## src/rtl/fnd_scan_controller.sv

```systemverilog
// fnd_scan_controller
//
// Time-multiplexes one shared 8-line segment bus across NUM_DIGITS common-anode 7-segment digits.
// Each rising edge of the (slow) scan clock fnd_clk advances to the next digit, with a dark
// blanking gap of BLANK_CYCLES clock_50m cycles before every digit to prevent ghosting.
// Optional leading-zero suppression. All outputs are registered.
//
// Ports:
//   clock_50m   in   50 MHz board clock
//   rst         in   asynchronous reset, active-low
//   fnd_clk     in   scan clock, sampled as data through a 2-flop synchronizer
//   enable      in   1 = scan, 0 = display dark
//   digits_bcd  in   digit i at [4i+3:4i], digit 0 is the rightmost
//   dp_in       in   decimal point per digit, 1 = lit
//   blank_lz    in   1 = suppress leading zeros
//   fnd_com     out  digit select, active-low, at most one bit low
//   fnd_seg     out  [0]=a .. [6]=g, [7]=dp, active-high
//   scan_idx    out  index of the digit currently owning the bus

module fnd_scan_controller #(
  parameter int unsigned NUM_DIGITS   = 6,
  parameter int unsigned BLANK_CYCLES = 500
) (
  input  logic                      clock_50m,
  input  logic                      rst,
  input  logic                      fnd_clk,
  input  logic                      enable,
  input  logic [4*NUM_DIGITS-1:0]   digits_bcd,
  input  logic [NUM_DIGITS-1:0]     dp_in,
  input  logic                      blank_lz,
  output logic [NUM_DIGITS-1:0]     fnd_com,
  output logic [7:0]                fnd_seg,
  output logic [2:0]                scan_idx
);

  localparam int unsigned CntW = $clog2(BLANK_CYCLES + 1);
  localparam logic [CntW-1:0] CntLoad = CntW'(BLANK_CYCLES - 1);
  localparam logic [2:0] LastIdx = 3'(NUM_DIGITS - 1);

  typedef enum logic [1:0] {StIdle, StBlank, StShow} state_e;

  state_e                  state_q, state_d;
  logic [CntW-1:0]         cnt_q, cnt_d;
  logic [2:0]              idx_q, idx_d;
  logic [NUM_DIGITS-1:0]   com_q, com_d;
  logic [7:0]              seg_q, seg_d;
  logic                    sync1_q, sync2_q, hist_q;
  logic                    tick;

  logic [3:0]              sel_digit;
  logic                    sel_dp;
  logic                    upper_nz;
  logic                    lz_blank;
  logic [7:0]              show_seg;
  logic [NUM_DIGITS-1:0]   show_com;

  function automatic logic [6:0] decode(input logic [3:0] v);
    logic [6:0] s;
    case (v)
      4'h0: s = 7'h3F;
      4'h1: s = 7'h06;
      4'h2: s = 7'h5B;
      4'h3: s = 7'h4F;
      4'h4: s = 7'h66;
      4'h5: s = 7'h6D;
      4'h6: s = 7'h7D;
      4'h7: s = 7'h07;
      4'h8: s = 7'h7F;
      4'h9: s = 7'h6F;
      4'hA: s = 7'h77;
      4'hB: s = 7'h7C;
      4'hC: s = 7'h39;
      4'hD: s = 7'h5E;
      4'hE: s = 7'h79;
      default: s = 7'h71;
    endcase
    return s;
  endfunction

  // Rising-edge detect on the synchronized scan clock; one clock_50m cycle wide.
  assign tick = sync2_q & ~hist_q;

  // Slot contents for the current index, sampled only on the SHOW entry edge.
  always_comb begin
    sel_digit = 4'h0;
    sel_dp    = 1'b0;
    upper_nz  = 1'b0;
    show_com  = '1;
    for (int i = 0; i < NUM_DIGITS; i++) begin
      if (3'(i) == idx_q) begin
        sel_digit   = digits_bcd[4*i +: 4];
        sel_dp      = dp_in[i];
        show_com[i] = 1'b0;
      end
      // Any nonzero digit at or above the current one keeps it visible.
      if (3'(i) >= idx_q && digits_bcd[4*i +: 4] != 4'h0) begin
        upper_nz = 1'b1;
      end
    end
    lz_blank = blank_lz && (idx_q != 3'd0) && !upper_nz;
    show_seg = {sel_dp, lz_blank ? 7'h00 : decode(sel_digit)};
  end

  always_comb begin
    state_d = state_q;
    cnt_d   = cnt_q;
    idx_d   = idx_q;
    com_d   = com_q;
    seg_d   = seg_q;
    if (!enable) begin
      // Disable wins over a simultaneous tick; index is held for re-enable.
      state_d = StIdle;
      com_d   = '1;
      seg_d   = 8'h00;
    end else begin
      unique case (state_q)
        StIdle: begin
          state_d = StBlank;
          cnt_d   = CntLoad;
          com_d   = '1;
          seg_d   = 8'h00;
        end
        StBlank: begin
          // Ticks here are dropped on purpose.
          com_d = '1;
          seg_d = 8'h00;
          if (cnt_q == '0) begin
            state_d = StShow;
            com_d   = show_com;
            seg_d   = show_seg;
          end else begin
            cnt_d = cnt_q - CntW'(1);
          end
        end
        StShow: begin
          if (tick) begin
            state_d = StBlank;
            cnt_d   = CntLoad;
            com_d   = '1;
            seg_d   = 8'h00;
            idx_d   = (idx_q == LastIdx) ? 3'd0 : idx_q + 3'd1;
          end
        end
        default: begin
          state_d = StIdle;
          com_d   = '1;
          seg_d   = 8'h00;
        end
      endcase
    end
  end

  always_ff @(posedge clock_50m or negedge rst) begin
    if (!rst) begin
      state_q <= StIdle;
      cnt_q   <= '0;
      idx_q   <= 3'd0;
      com_q   <= '1;
      seg_q   <= 8'h00;
      sync1_q <= 1'b0;
      sync2_q <= 1'b0;
      hist_q  <= 1'b0;
    end else begin
      state_q <= state_d;
      cnt_q   <= cnt_d;
      idx_q   <= idx_d;
      com_q   <= com_d;
      seg_q   <= seg_d;
      sync1_q <= fnd_clk;
      sync2_q <= sync1_q;
      hist_q  <= sync2_q;
    end
  end

  assign fnd_com  = com_q;
  assign fnd_seg  = seg_q;
  assign scan_idx = idx_q;

endmodule

```

## config.mk

```make
export PLATFORM = sky130hd
export DESIGN_NAME = fnd_scan_controller
export DESIGN_NICKNAME = d
export VERILOG_FILES = /design/src/rtl/fnd_scan_controller.sv
export SDC_FILE = /design/constraint.sdc
export NUM_CORES = 1
export LEC_CHECK = 0
export ABC_AREA = 1
export CAP_MARGIN = 15
export CORE_MARGIN = 2
export CORE_UTILIZATION = 49
export DETAILED_ROUTE_END_ITERATION = 6
export GPL_TIMING_DRIVEN = 0
export HOLD_SLACK_MARGIN = 0.15
export PLACE_DENSITY_LB_ADDON = 0.08
export SLEW_MARGIN = 40
export SYNTH_ARGS = -nofsm -noshare
export SYNTH_HDL_FRONTEND = slang
export SYNTH_SLANG_ARGS = --single-unit
```

## constraint.sdc

```tcl
create_clock -name clock_50m -period 4.4 [get_ports clock_50m]
set_input_delay 0.44 -clock clock_50m [delete_from_list [all_inputs] [get_ports clock_50m]]
set_output_delay 0.44 -clock clock_50m [all_outputs]
set_load 0.1 [all_outputs]
```

==> run summary <==
combinational group share of total power: 24.3%
Post-synth ARST share: 100%
syn nets: 345
Synth Warn #: 0
Port Buf Inserts: 51
GPL Wtd Cong: 0.845
internal cell power: 513 uW
Yosys top cell area share: 30.2%
arrival time at the worst endpoint: 2.85 ns
count of cell types in the netlist: 28
Hold Vio Cnt, Final: 0
Post-synth EDFFs: 0
GR Overflow Total: 0
clock sink count: 31
clock latency on the worst-skew pair: 0.28 ns
clock skew: 0.00297 ns
most common cell in the netlist: nand2_1
P per Cell Area: 278 nW/um2
kind of critical path: flip-flop to flip-flop
final WL: 4.60 mm
status: completed
Chip Height: 69.1 um
first-pass GRT wire length: 8.15 mm
crit path cell chain: buf_4 > inv_1 > ha_1 > inv_1 > nor2_1 > nand3_1 > nand3_1 > nand2_1 > nand2_1 > nand2_1 > nand2_1 > inv_1 > ha_1 > inv_1 > nor2_1 > a21oi_1 > nand2_1 > nand2_1
number of post-CTS setup repair buffers: 0
Die Wd: 69.1 um
Worst-path clk slew: 0.06 ns
cells after synthesis: 300
DRC errors left: 0
total core area: 4030 um2
# setup viols final: 0
Tmin final: 2.67 ns
Initial Utilization: 51.5%
initial antenna violation count: 0
Place WS: 1.73 ns
nature of the critical path startpoint: flip-flop
Layout area overhead: 27.7%
average size of a mapped cell: 6.91 um2
Reg power frac: 45.0%
CTS H-Tree Depth: 2
hold buffer count at CTS: 0
I/O Pins: 52
WL/cell: 11.2 um
Final Cycle Share: 60.8%
net switching power: 223 uW
Clk network pwr share: 30.7%
post-route cell area: 2650 um2
Power Total: 736 uW
Mapped Area: 2070 um2
most frequent CP cell: nand2_1
critical path required time: 4.57 ns
Num CTS Buffers: 5
Slew @ Worst Pin: 0.657 ns
synthesis-stage register bit count: 31
die area: 4770 um2
Post-synth top flop: dfrtp_1
PnR worst setup slack: 1.73 ns
post-CTS resize count: 0
vias per cell: 4.99
dominant cell type by area after synthesis: dfrtp_1
antenna-violating nets left: 0
dpl cell area: 2560 um2
largest net degree at the start of global routing: 32
Max Freq: 0.374 GHz
DR pass1 iterations: 4
TritonCTS clock tree: yes
Total GRT Usage: 20.5%
most common library cells after synthesis: nand2_1 (91), inv_1 (44), nand3_1 (39)
number of fill cells in the layout: 378
initial drt markers: 130
Leak: 0.00135 uW
RSZ-0062 raised after global routing: false
clock buffer depth: 2
switching share of power: 30.3%
Slew Limit Fails: 0
setup_tns: 0 ns
register area share after synthesis: 37.8%
CP max FO: 8
Final #Nets: 403
layout cell share with drive strength beyond 1: 12.5%
final core occ: 65.7%
Crit path largest cell delay: 0.40 ns
CP max stage cell: dfrtp_1
vias in the first global route: 1,865
Via Count: 2,041
Worst VDD drop: 117 uV
Core Rows: 23
CTS root buffer: clkbuf_8
HP Class: input pin to async pin
worst relative slew slack: 56.2%
hpwl dp: 3.67 mm
Ant. Diodes: 0
MaxCap Viol Count: 0
Synth area leaders: dfrtp_1 (30%), nand2_1 (16%), nand3_1 (9.4%)
Worst Setup End Kind: flip-flop
[routing by layer]
layer / GRT usage [%] / share of wire (%)
met1: 28.8 / 50
met2: 32.5 / 45
met3: 2.78 / 3.8
met4: 7.19 / 1.6
met5: 0 / 0
[state kept, by name (all words and copies together) (netlist names)]
register / cells
cnt_q: 9
fnd_seg: 8
fnd_com: 6
scan_idx: 3
state_q: 2
hist_q: 1
sync1_q: 1
sync2_q: 1
[cell families after synthesis]
family | after synthesis | synth area share (%)
simple gates | 174 | 37.0
buf+inv | 50 | 9.59
compound gates | 33 | 8.81
flops | 31 | 37.8
fa+ha+maj | 10 | 6.03
xor+xnor | 2 | 0.845
[per-stage QoR]
step                cells  hold WS (ns)
floorplan             300         0.144
global placement      401         0.341
detailed placement    401         0.344
CTS                   409         0.208
global route          409         0.247
finish                409         0.189
[power by group through the flow]
stage	Combinational, uW	Clock [uW]	Sequential [uW]
2_1_floorplan	113	0	334
5_1_grt	206	246	334
4_1_cts	180	232	331
3_3_place_gp	177	0	334
3_5_place_dp	179	0	336
6_report	179	226	331
[critical path: cells and delay by family, from the launching register on]
family / cells / cell delay [ns]
compound gates: 1 / 0.07
simple gates: 10 / 0.99
flops: 1 / 0.40
fa+ha+maj: 2 / 0.56
buf+inv: 5 / 0.54
[final timing paths]
| check | end | from | slack [ns] | cells past startpoint |
|---|---|---|---|---|
| worst max-delay path | fnd_seg[1] | scan_idx[0] | 1.73 | 18 |
| worst min-delay path | sync2_q | rst | 0.19 | 1 |
| worst max register to register | fnd_seg[1] | scan_idx[0] | 1.73 | 18 |
| worst min register to register | sync2_q | sync1_q | 0.35 | 0 |
| max in group asynchronous | cnt_q[8] | rst | 3.79 | 1 |
| min in group clock_50m | sync2_q | sync1_q | 0.35 | 0 |
[layout by cell type, fill, tap and decap left out, types with 3 or more instances in the layout]
cell             synthesis  layout
a21oi_1                  9       9
nand2_1                 91      91
a31oi_1                  3       3
dfrtp_1                 25      25
o211ai_1                 4       4
o22ai_1                  3       3
clkdlybuf4s50_1          0      33
nand3b_1                 4       4
inv_1                   44      44
buf_2                    0      18
clkbuf_8                 0       6
dfstp_2                  6       6
inv_2                    3       3
nand3_1                 39      39
o21ai_0                 13      13
nand2_2                  4       4
ha_1                    10      10
nor2_1                  27      27
[layout make-up]
class / count / area (um2) / area share [%]
Sequential cell: 31 / 783 / 29.6
Clock buffer: 7 / 86.3 / 3.26
Buffer: 2 / 18.8 / 0.709
Clock inverter: 1 / 5.00 / 0.189
Inverter: 48 / 180 / 6.80
Multi-Input combinational cell: 219 / 1090 / 41.2
Tap cell: 50 / 62.6 / 2.36
Timing Repair Buffer: 51 / 420 / 15.9
No activity file was read; power rests on OpenSTA's default activity.
